[src/rtl/alu_sequencer.sv]
// alu_sequencer: multi-cycle controller that sequences one ALU instruction at a time.
//   Front-end : op_valid/op_ready handshake carrying op_code, op_rs_a, op_rs_b, op_rd.
//   Reg file  : rf_ra_addr/rf_rb_addr -> rf_ra_data/rf_rb_data (combinational reads),
//               rf_we/rf_wa/rf_wd single-cycle write-back.
//   ALU       : alu_instr/alu_a/alu_b/alu_cin out; alu_result/alu_carry/alu_flags in,
//               registered inside the ALU (result valid one clock after EXEC).
//   Status    : sx_we/sx_flags flag-word update, err illegal-opcode pulse, busy.
// Sequence: IDLE -> READ -> EXEC -> WAIT -> WB -> IDLE (one op per 5 clocks).
// Optional feature macro: ALU_SEQ_SHAMT_WRAP_EN (shift/rotate amount taken mod DATA_W).
module alu_sequencer #(
    parameter int unsigned DATA_W  = 20,
    parameter int unsigned INSTR_W = 13,
    parameter int unsigned FLAG_W  = 13,
    parameter int unsigned RADDR_W = 4
) (
    input  logic               clk,
    input  logic               rst_n,
    input  logic               op_valid,
    output logic               op_ready,
    input  logic [INSTR_W-1:0] op_code,
    input  logic [RADDR_W-1:0] op_rs_a,
    input  logic [RADDR_W-1:0] op_rs_b,
    input  logic [RADDR_W-1:0] op_rd,
    output logic [RADDR_W-1:0] rf_ra_addr,
    output logic [RADDR_W-1:0] rf_rb_addr,
    input  logic [DATA_W-1:0]  rf_ra_data,
    input  logic [DATA_W-1:0]  rf_rb_data,
    output logic [INSTR_W-1:0] alu_instr,
    output logic [DATA_W-1:0]  alu_a,
    output logic [DATA_W-1:0]  alu_b,
    output logic               alu_cin,
    input  logic [DATA_W-1:0]  alu_result,
    input  logic               alu_carry,
    input  logic [FLAG_W-1:0]  alu_flags,
    output logic               rf_we,
    output logic [RADDR_W-1:0] rf_wa,
    output logic [DATA_W-1:0]  rf_wd,
    output logic               sx_we,
    output logic [FLAG_W-1:0]  sx_flags,
    output logic               err,
    output logic               busy
);

    localparam logic [INSTR_W-1:0] OP_ADDC = INSTR_W'('h1A3);
    localparam logic [INSTR_W-1:0] OP_SUBC = INSTR_W'('h1CD);

    typedef enum logic [2:0] {
        S_IDLE = 3'd0,
        S_READ = 3'd1,
        S_EXEC = 3'd2,
        S_WAIT = 3'd3,
        S_WB   = 3'd4
    } state_t;

    state_t state_q, state_d;

    logic [INSTR_W-1:0] code_q;
    logic [RADDR_W-1:0] rs_a_q, rs_b_q, rd_q;
    logic [DATA_W-1:0]  a_q, b_q, res_q, b_eff;
    logic [1:0]         res_flags_q;
    logic               res_carry_q, carry_q, carry_next;
    logic               is_arith, is_cmp;
    logic [FLAG_W-1:0]  flags_c;

    // Only the ZE/N compare bits of the ALU flag bus are consumed.
    logic unused_flags;
    assign unused_flags = ^alu_flags[FLAG_W-1:2];

    // Opcode classification of the latched op.
    assign is_arith = code_q inside {INSTR_W'('h0A7), INSTR_W'('h0D1), INSTR_W'('h0BC),
                                     INSTR_W'('h0E6), INSTR_W'('h0FB), INSTR_W'('h110),
                                     INSTR_W'('h125), INSTR_W'('h13A), INSTR_W'('h164),
                                     INSTR_W'('h179), INSTR_W'('h18E), INSTR_W'('h1A3),
                                     INSTR_W'('h1B8), INSTR_W'('h1CD)};
    assign is_cmp   = code_q inside {INSTR_W'('h1E2), INSTR_W'('h1F7), INSTR_W'('h20C),
                                     INSTR_W'('h221), INSTR_W'('h236)};

    // Carry as it stands after this op's write-back; F reports the updated value.
    assign carry_next = (code_q == OP_ADDC || code_q == OP_SUBC) ? res_carry_q : carry_q;

`ifdef ALU_SEQ_SHAMT_WRAP_EN
    logic is_shift;
    assign is_shift = code_q inside {INSTR_W'('h0FB), INSTR_W'('h110),
                                     INSTR_W'('h125), INSTR_W'('h13A)};
    // Keep shift/rotate amounts strictly below the word width.
    assign b_eff = is_shift ? DATA_W'(b_q % DATA_W'(DATA_W)) : b_q;
`else
    assign b_eff = b_q;
`endif

    // Flag word for the status register.
    always_comb begin
        flags_c = '0;
        if (is_cmp) begin
            flags_c[0] = res_flags_q[0];
            flags_c[1] = res_flags_q[1];
        end else begin
            flags_c[0] = (res_q == '0);
            flags_c[1] = res_q[DATA_W-1];
        end
        flags_c[4] = carry_next;
        flags_c[9] = (rs_a_q == rs_b_q);
    end

    // State register.
    always_ff @(posedge clk) begin
        if (!rst_n) state_q <= S_IDLE;
        else        state_q <= state_d;
    end

    // Next-state logic.
    always_comb begin
        state_d = state_q;
        case (state_q)
            S_IDLE:  if (op_valid) state_d = S_READ;
            S_READ:  state_d = S_EXEC;
            S_EXEC:  state_d = S_WAIT;
            S_WAIT:  state_d = S_WB;
            S_WB:    state_d = S_IDLE;
            default: state_d = S_IDLE;
        endcase
    end

    // Moore output decode; every value comes from a register.
    always_comb begin
        op_ready   = 1'b0;
        busy       = 1'b1;
        rf_ra_addr = '0;
        rf_rb_addr = '0;
        alu_instr  = '0;
        alu_a      = '0;
        alu_b      = '0;
        alu_cin    = 1'b0;
        rf_we      = 1'b0;
        rf_wa      = '0;
        rf_wd      = '0;
        sx_we      = 1'b0;
        sx_flags   = '0;
        err        = 1'b0;
        case (state_q)
            S_IDLE: begin
                op_ready = 1'b1;
                busy     = 1'b0;
            end
            S_READ: begin
                rf_ra_addr = rs_a_q;
                rf_rb_addr = rs_b_q;
            end
            S_EXEC, S_WAIT: begin
                alu_instr = code_q;
                alu_a     = a_q;
                alu_b     = b_eff;
                alu_cin   = carry_q;
            end
            S_WB: begin
                if (is_arith) begin
                    rf_we    = 1'b1;
                    rf_wa    = rd_q;
                    rf_wd    = res_q;
                    sx_we    = 1'b1;
                    sx_flags = flags_c;
                end else if (is_cmp) begin
                    sx_we    = 1'b1;
                    sx_flags = flags_c;
                end else begin
                    err = 1'b1;
                end
            end
            default: ;
        endcase
    end

    // Op latch, operand latch, result capture and carry update.
    always_ff @(posedge clk) begin
        if (!rst_n) begin
            code_q      <= '0;
            rs_a_q      <= '0;
            rs_b_q      <= '0;
            rd_q        <= '0;
            a_q         <= '0;
            b_q         <= '0;
            res_q       <= '0;
            res_flags_q <= '0;
            res_carry_q <= 1'b0;
            carry_q     <= 1'b0;
        end else begin
            case (state_q)
                S_IDLE: if (op_valid) begin
                    code_q <= op_code;
                    rs_a_q <= op_rs_a;
                    rs_b_q <= op_rs_b;
                    rd_q   <= op_rd;
                end
                S_READ: begin
                    a_q <= rf_ra_data;
                    b_q <= rf_rb_data;
                end
                S_WAIT: begin
                    res_q       <= alu_result;
                    res_carry_q <= alu_carry;
                    res_flags_q <= alu_flags[1:0];
                end
                S_WB:    carry_q <= carry_next;
                default: ;
            endcase
        end
    end

endmodule

[config.mk]
export PLATFORM = sky130hd
export DESIGN_NAME = alu_sequencer
export DESIGN_NICKNAME = d
export VERILOG_FILES = /design/src/rtl/alu_sequencer.sv
export SDC_FILE = /design/constraint.sdc
export NUM_CORES = 1
export LEC_CHECK = 0
export CAP_MARGIN = 20
export CORE_MARGIN = 1
export CORE_UTILIZATION = 37
export DETAILED_ROUTE_END_ITERATION = 7
export PLACE_DENSITY = 0.77
export SETUP_SLACK_MARGIN = 0.02
export SLEW_MARGIN = 25
export SYNTH_ARGS = -nofsm -noshare
export SYNTH_HDL_FRONTEND = slang
export SYNTH_SLANG_ARGS = --single-unit
[constraint.sdc]
create_clock -name clk -period 2.09 [get_ports clk]
set_input_delay 0.418 -clock clk [delete_from_list [all_inputs] [get_ports clk]]
set_output_delay 0.418 -clock clk [all_outputs]
set_load 0.02 [all_outputs]
Word level (Yosys, flattened, before mapping)
Cells that the tools add are included.
{"block": "classes", "add_sub_neg": 0, "multipliers": 0, "div_mod_pow": 0, "n_lt_le_gt_ge": 0, "n_eq_ne": 25, "n_shift": 0, "n_mux": 27, "bitwise_logic": 0, "reduce_logical": 7}
{"op": "$eq A13 B9 Y1 const B", "count": 11}
{"op": "$mux W20", "count": 4}
{"op": "$eq A13 B8 Y1 const B", "count": 5}
{"op": "$eq A13 B10 Y1 const B", "count": 3}
{"op": "$mux W10", "count": 3}
{"op": "$logic_not A20 Y1", "count": 1}
{"op": "$mux W4", "count": 4}
{"op": "$reduce_bool A14 Y1", "count": 1}
{"op": "$mux W13", "count": 1}
{"op": "$mux W1", "count": 12}
{"op": "$pmux W3 S4", "count": 1}
{"op": "$eq A3 B2 Y1 const B", "count": 2}
{"op": "$reduce_bool A5 Y1", "count": 1}
{"op": "$eq A4 B4 Y1", "count": 1}
{"op": "$eq A3 B1 Y1 const B", "count": 1}
{"op": "$eq A3 B3 Y1 const B", "count": 1}
{"op": "$logic_not A3 Y1", "count": 1}
{"op": "$mux W3", "count": 1}
{"op": "$mux W2", "count": 1}
{"op": "$ne A2 B2 Y1 const B", "count": 1}
{"op": "$reduce_and A2 Y1", "count": 1}
{"op": "$reduce_or A2 Y1", "count": 1}
{"op": "$logic_or A1 B1 Y1", "count": 1}
{"block": "totals", "reg_bits": 92, "latchBits": 0, "mem_bits_rw": 0, "romBits": 0, "input_bits": 102, "output_inout_bits": 104, "wordCells": 70, "n_memories": 0}

Longest topological paths before layout
Gate-level depths: netlist (run 1).
{"block": "depth", "ltp_word": 6, "mapped_depth": 8, "depth_no_buf": 6}

Worst setup path before layout (run 1)
No wires, ideal clock.
{"block": "synth_timing", "path_type": "reg2out", "startpoint": "reg code_q[2]", "endpoint": "out sx_flags[4]", "arrival_ps": 2066, "required_ps": 1672, "path_slack_ps": -394, "path_stages_with_launch": 7, "path_buffers": 0, "cell_sequence": "dfxtp_1 nand2b_1 or4_1 a2111oi_2 o31a_2 nor2_1 a211oi_1"}
{"block": "synth_via", "elab_chain_cells": 6, "word_cells_on_any_way": 26, "cone_classes": "19 x eq/ne; 4 x mux; 3 x reduce/logical"}
{"element": "start: declaration", "line": "57", "text": "logic [INSTR_W-1:0] code_q;"}
{"element": "start signal: assignment", "line": "189", "text": "code_q <= op_code;"}
{"element": "$eq A13 B9 Y1", "line": "70, 79"}
{"element": "$logic_or A1 B1 Y1", "line": "79", "text": "assign carry_next = (code_q == OP_ADDC || code_q == OP_SUBC) ? res_carry_q : carry_q;"}
{"element": "$mux W1", "line": "79"}
{"element": "$mux W10", "line": "162", "text": "end else if (is_cmp) begin"}
{"element": "$mux W10 *", "line": "156", "text": "if (is_arith) begin"}
{"element": "$mux W10 *", "line": "140", "text": "case (state_q)"}
{"element": "end: declaration", "line": "39", "text": "output logic [FLAG_W-1:0] sx_flags,"}
Mark *: on every way between the ends. The rest lies on a longest branch, timed or not.

Final worst setup path (run 1)
{"block": "layout_timing", "startpoint": "reg code_q[1]", "endpoint": "out rf_wd[2]"}
{"block": "layout_via", "elab_chain_cells": 4, "word_cells_on_any_way": 17, "cone_classes": "14 x eq/ne; 2 x mux; 1 x reduce/logical"}
{"element": "$eq A13 B8 Y1 or $eq A13 B9 Y1 (tied branches)", "line": "70", "text": "assign is_arith = code_q inside {INSTR_W'('h0A7), INSTR_W'('h0D1), INSTR_W'('h0BC),"}
{"element": "$reduce_bool A14 Y1 *", "line": "70"}
{"element": "$mux W20 *", "line": "156"}
{"element": "$mux W20 *", "line": "140"}
{"element": "end: declaration", "line": "37", "text": "output logic [DATA_W-1:0] rf_wd,"}
Marked as above.

==> run metrics, run 1 <==
die width=111 um; RSZ-0062 raised after global routing=true; layout cells sized above 1=0.302; Detailed Place HPWL=approximately 9.5 mm; Crit Path Max Fanout=7; max cap viols=0; Final setup viols=31; period utilization=1.38; Netlist cell types=38; IO Pins=around 210; Yosys top cell area share=0.420; power consumption=0.00483 W; Clock Latency Late Sink=about 0.34 ns; Rows=39; utilization after layout=0.654; vias in the first global route=about 4.7k; synth top area cells=dfxtp_1, nand2_1, and2_1; Crit path largest cell delay=~0.38 ns; Hold Violations, Final=0; port bufs=~190; ANT cells=0; post-route DRC violation count=0; post-route ant nets=0; violated checks=negative setup slack; GPL Wtd Cong=0.794; area of the die=between 10000 and 15000 sq um; CTS Buf Count=9; worst vdd ir=a little under 500 uV; Clock transition at path regs=around 0.060 ns; core footprint=11500 sq um; DR iter-0 viols=around 230; root buf cell=clkbuf_16; Slew @ Worst Pin=0.499 ns; Slowest cell on crit path=dfxtp_4; DR WL/cell=about 15 um; Routed WL=14.6 mm; worst setup margin=-0.786 ns; Hold Path Depth=2; CP endpoint kind=primary output; pwr dens=about 640 nW/um^2; GRT busiest layer=met2; Max Root-Sink Buffers=2; Syn Area/Cell=7.38 sq um; Final Max Tran Viols=0; Non-Filler Instances=~990; cell area after synthesis=between 4000 and 5000 sq um; Pleak=3.12 nW; critical-path cell list=buf_4 -> and4b_1 -> and3_1 -> o21ai_1 -> a211oi_2 -> buf_4 -> o21a_4 -> buf_12 -> buf_8 -> and2_4 -> buf_6; Critical Path RT=1.67 ns; router iterations before antenna repair=4; run status=complete, but fails checks; Slew HR=0.666; H-tree depth=3; Area Growth Syn to Fin=70.9%; DR vias=4839; dominant cell type by area after synthesis=dfxtp_1; CTS tree=built; clk sinks=92; CP Depth=11; Post-Synthesis Cells=approximately 590; met3 Use GR=0.0492; post-synthesis sequential area ratio=0.420; fin crit period=2.88 ns; maximum number of pins on one net before global-route repair=91; critical setup path kind=register to primary output; reg2reg path depth=9; Initial Util=0.382; antenna violations before repair=0; Ys Warns=0; Worst Path Buf+Inv=5; die height=111 um; Congestion Overflow GR=0; fmax=between 300 and 400 MHz; post-layout net count=940; met2 Track Usage GR=0.412; Vias/cell=slightly below 5; synthesized flop and latch total=92; GRT met1 Usage=0.255; Arr. time, crit path=2.46 ns; Clock Skews=0.00685 ns; first-pass GRT wire length=22.7 mm; CP top delay family=buffers and inverters; most used cell, CP=buf_4; GRT Total Usage=0.225; Inst Count DP=944; startpoint types=register; HP Class=register to register
==> stage by stage <==
stage	hold slack [ns]	instance area, sq um	TNS, ns	setup slack [ns]
2_1_floorplan	0.432	4590	-3.92	-0.157
3_3_place_gp	0.438	6880	-25.25	-0.835
3_5_place_dp	0.443	6880	-27.06	-0.909
4_1_cts	0.451	7410	-22.55	-0.764
5_1_grt	0.466	7490	-24.57	-0.867
6_report	0.449	7490	-22.11	-0.786
==> layer usage <==
layer  part of all wire  up-vias
met5                  0        -
met4              0.021        0
met3              0.058       25
met2               0.52      148
met1               0.40     2263
li1                   -     2403
==> layout make-up <==
class | count | area, sq um
Sequential cell | 92 | 1860
Timing Repair Buffer | 277 | 2450
Clock buffer | 13 | 280
Multi-Input combinational cell | 455 | 2620
Inverter | 3 | 11.3
Tap cell | 143 | 179
Clock inverter | 3 | 90.1
Fill cell | 948 | 3970
==> worst paths after layout <==
kind                                  to  slack, ns  startpoint
worst max register to register   carry_q       0.16   code_q[3]
worst min register to register   a_q[19]       0.45     a_q[19]
worst max-delay path            rf_wd[2]      -0.79   code_q[1]
worst min-delay path             a_q[19]       0.45     a_q[19]
==> Yosys cell counts <==
cell,instances
nand2b_1,6
buf_6,2
o311ai_1,1
or4_1,1
a21oi_1,92
and4b_1,4
and2_1,82
nand3_1,5
nor3_1,4
mux2i_1,1
a41oi_1,1
a2111oi_2,1
nand2_1,184
o31a_2,1
and3_1,12
a2111oi_0,1
nor3b_1,2
nor2_1,13
nor4bb_1,1
buf_4,11
a211oi_1,4
nor2b_1,2
xnor2_1,7
buf_2,6
or3_1,1
nand4_1,2
clkbuf_1,35
nor4b_2,2
nand4b_1,1
dfxtp_1,92
o21ai_0,2
o211ai_1,3
nor4_1,5
conb_1,1
inv_1,3
o2111ai_1,1
o21a_4,1
nor4b_1,1
==> power by group <==
group | switching, W | internal (W) | leakage [nW] | total [W]
logic | 0.000473 | 0.000454 | 2.19 | 0.000927
clock network | 0.000670 | 0.00130 | 0.182 | 0.00197
registers | 0.0000762 | 0.00186 | 0.754 | 0.00194
total | 0.00122 | 0.00362 | 3.12 | 0.00483
==> placed cells by master (no fill, tap or decap), types with 3 or more instances in the layout <==
master,synthesis,final
nand2_1,184,184
conb_1,1,9
clkbuf_16,0,9
clkdlybuf4s15_1,0,8
xnor2_1,7,7
nor2_1,13,11
a21oi_1,92,88
clkbuf_8,0,4
buf_6,2,39
dfxtp_4,0,5
nor4_1,5,5
clkbuf_2,0,45
dfxtp_1,92,85
nor4b_4,0,3
clkdlybuf4s15_2,0,8
clkdlybuf4s50_1,0,90
and2_4,0,23
o211ai_1,3,3
buf_4,11,78
nor3_1,4,4
bufinv_16,0,3
o21a_4,1,3
nand2b_1,6,3
nand2b_4,0,3
and3_1,12,11
buf_12,0,4
and4b_1,4,4
nand3_1,5,4
a21oi_4,0,3
and2_1,82,58
==> sequential cells by signal, indices dropped and copies added (netlist names) <==
name,count
a_q,20
code_q,13
res_carry_q,1
carry_q,1
res_q,20
res_flags_q,2
rs_a_q,4
rs_b_q,4
rd_q,4
b_eff,20
state_q,3
==> cells by family after synthesis <==
group | count (synthesis) | synth area share
simple gates | 328 | 0.363
compound gates | 108 | 0.136
flops | 92 | 0.420
buf+inv | 57 | 0.0633
xor+xnor | 7 | 0.0140
mux | 1 | 0.00228
other cells | 1 | 0.000855
==> worst min-delay path: cells and delay by family (launching register included) <==
family / cells / cell delay (ns)
flops: 1 / 0.30
simple gates: 1 / 0.05
compound gates: 1 / 0.05
==> timing repair <==
action | CTS | global route
pin swaps | 13 | 21
setup endpoints to repair | 95 | 93
hold buffers | 0 | 0
buffers inserted | 16 | 8
gates cloned | 2 | 0
gates resized for setup | 277 | 146
(Power assumes the default switching activity.)
==> run 2, diff against run 1 <==
--- a/config.mk
+++ b/config.mk
@@ -9,7 +9,7 @@
 export CORE_MARGIN = 1
 export CORE_UTILIZATION = 37
 export DETAILED_ROUTE_END_ITERATION = 7
-export PLACE_DENSITY = 0.77
+export PLACE_DENSITY = 0.79
 export SETUP_SLACK_MARGIN = 0.02
 export SLEW_MARGIN = 25
 export SYNTH_ARGS = -nofsm -noshare
==> run metrics, run 2 (synthesized netlist as in run 1, its figures left out) <==
violated checks=negative setup slack; fmax=352 MHz; die width=111 um; Rows=39; Routed WL=about 15 mm; Initial Util=0.382; H-tree depth=3; worst setup margin=-0.747 ns; sequential fraction of design power=0.417; IO Pins=206; Clock Latency Late Sink=around 0.33 ns; Area Growth Syn to Fin=71.9%; startpoint types=register; root buf cell=clkbuf_16; Clock transition at path regs=0.06 ns; clk sinks=92; fillcell total=around 940; Place WS=-0.919 ns; maximum number of pins on one net before global-route repair=91; RSZ-0062 raised after global routing=true; first-pass GRT wire length=23.6 mm; Crit Path Max Fanout=7; post-layout net count=936; max cap viols=0; Vias/cell=4.97; Final Max Tran Viols=0; Psw=0.00121 W; core footprint=11500 sq um; CTS tree=built; combinational share of power=0.201; most common cell after layout, fill and taps aside=nand2_1; period utilization=1.36; internal power=0.00343 W; CP endpoint kind=primary output; clock share of power=0.382; die height=approximately 110 um; Final setup viols=31; CTS Buf Count=9; ANT cells=0; layout cells sized above 1=0.241; DR WL/cell=15.0 um; GRT Total Usage=0.237; Hold Violations, Final=0; Congestion Overflow GR=0; DR vias=4879; antenna violations before repair=0; HP Class=register to register; worst vdd ir=317 uV; Net Sw Frac=0.260; hold_buf cts=0; post-route DRC violation count=0; run status=complete, but fails checks; utilization after layout=0.658; area of the die=around 12000 sq um; DR iter-0 viols=254; vias in the first global route=4902; GPL Wtd Cong=between 0.9 and 1; Pleak=~3.3 nW; most frequent cells in the layout=nand2_1, clkdlybuf4s50_1, a21oi_1; fin crit period=2.84 ns; router iterations before antenna repair=4; Critical Path RT=1.67 ns; Max Root-Sink Buffers=2; Detailed Place HPWL=around 10 mm; Arr. time, crit path=2.42 ns; post-route ant nets=0; Slew HR=0.487; critical setup path kind=register to primary output; Clock Skews=just over 0.006 ns; Slew @ Worst Pin=0.768 ns; Hold WS=0.449 ns; pwr dens=approximately 600 nW/um^2; port bufs=between 150 and 200
-- run 2: cell types whose count changed in the layout (fill, tap and decap cells not counted), sizes merged --
cell and change:
clkinv +1, bufinv -1, o21a +1, clkdlybuf4s15 -9, clkbuf -40, buf -3
dlygate4sd2 +47
-- run 2: path summary, 6_finish.rpt --
kind | startpoint | endpoint | slack (ns) | depth (start not counted)
max | code_q[2] | rf_wd[8] | -0.75 | 8
min | b_eff[0] | b_eff[0] | 0.45 | 2
max reg2reg | code_q[2] | carry_q | 0.16 | 9
min reg2reg | b_eff[0] | b_eff[0] | 0.45 | 2
-- run 2: what timing repair did --
item	CTS	global route
endpoints found under the setup margin	95	46
pin swaps	26	16
buffers inserted	14	9
gates resized for setup	309	25
gates cloned	3	0
-- run 2: area by class of cell --
class	instances	area, sq um	area share
Sequential cell	92	1860	0.247
Multi-Input combinational cell	456	2610	0.346
Clock inverter	3	68.8	0.00913
Timing Repair Buffer	272	2550	0.338
Inverter	3	11.3	0.00149
Tap cell	143	179	0.0237
Clock buffer	13	260	0.0345
-- run 2: metal layers --
metal	track usage	vias up	wire (um)
met5	0	-	0
met4	0.0836	0	295
met3	0.0580	30	875
met2	0.432	175	7750
met1	0.266	2268	5780
li1	-	2406	-
-- run 2: worst max-delay path, stage by stage (launching register included) --
cell and delay (ns):
dfxtp_4 0.36, nand2b_4 0.14, or4_4 0.43, a2111oi_4 0.33, o31a_4 0.25, buf_6 0.11, o21a_4 0.18, and2_4 0.16
buf_6 0.11
-- run 2: power by group through the flow --
stage	Clock [W]	Combinational (W)	Sequential, W
6_report	0.00178	0.000931	0.00194
5_1_grt	0.00188	0.00101	0.00195
4_1_cts	0.00181	0.000912	0.00194
3_5_place_dp	0	0.000886	0.00198
3_3_place_gp	0	0.000867	0.00197
2_1_floorplan	0	0.000470	0.00195
-- run 2: through the flow --
step	total power [W]	std cells	TNS, ns	instance area [sq um]
after global placement	0.00283	941	-24.82	6870
final	0.00464	982	-21.51	7540
after floorplan	0.00242	602	-3.92	4590
after global routing	0.00485	982	-23.50	7540
after detailed placement	0.00286	941	-27.45	6870
after CTS	0.00466	974	-20.61	7470
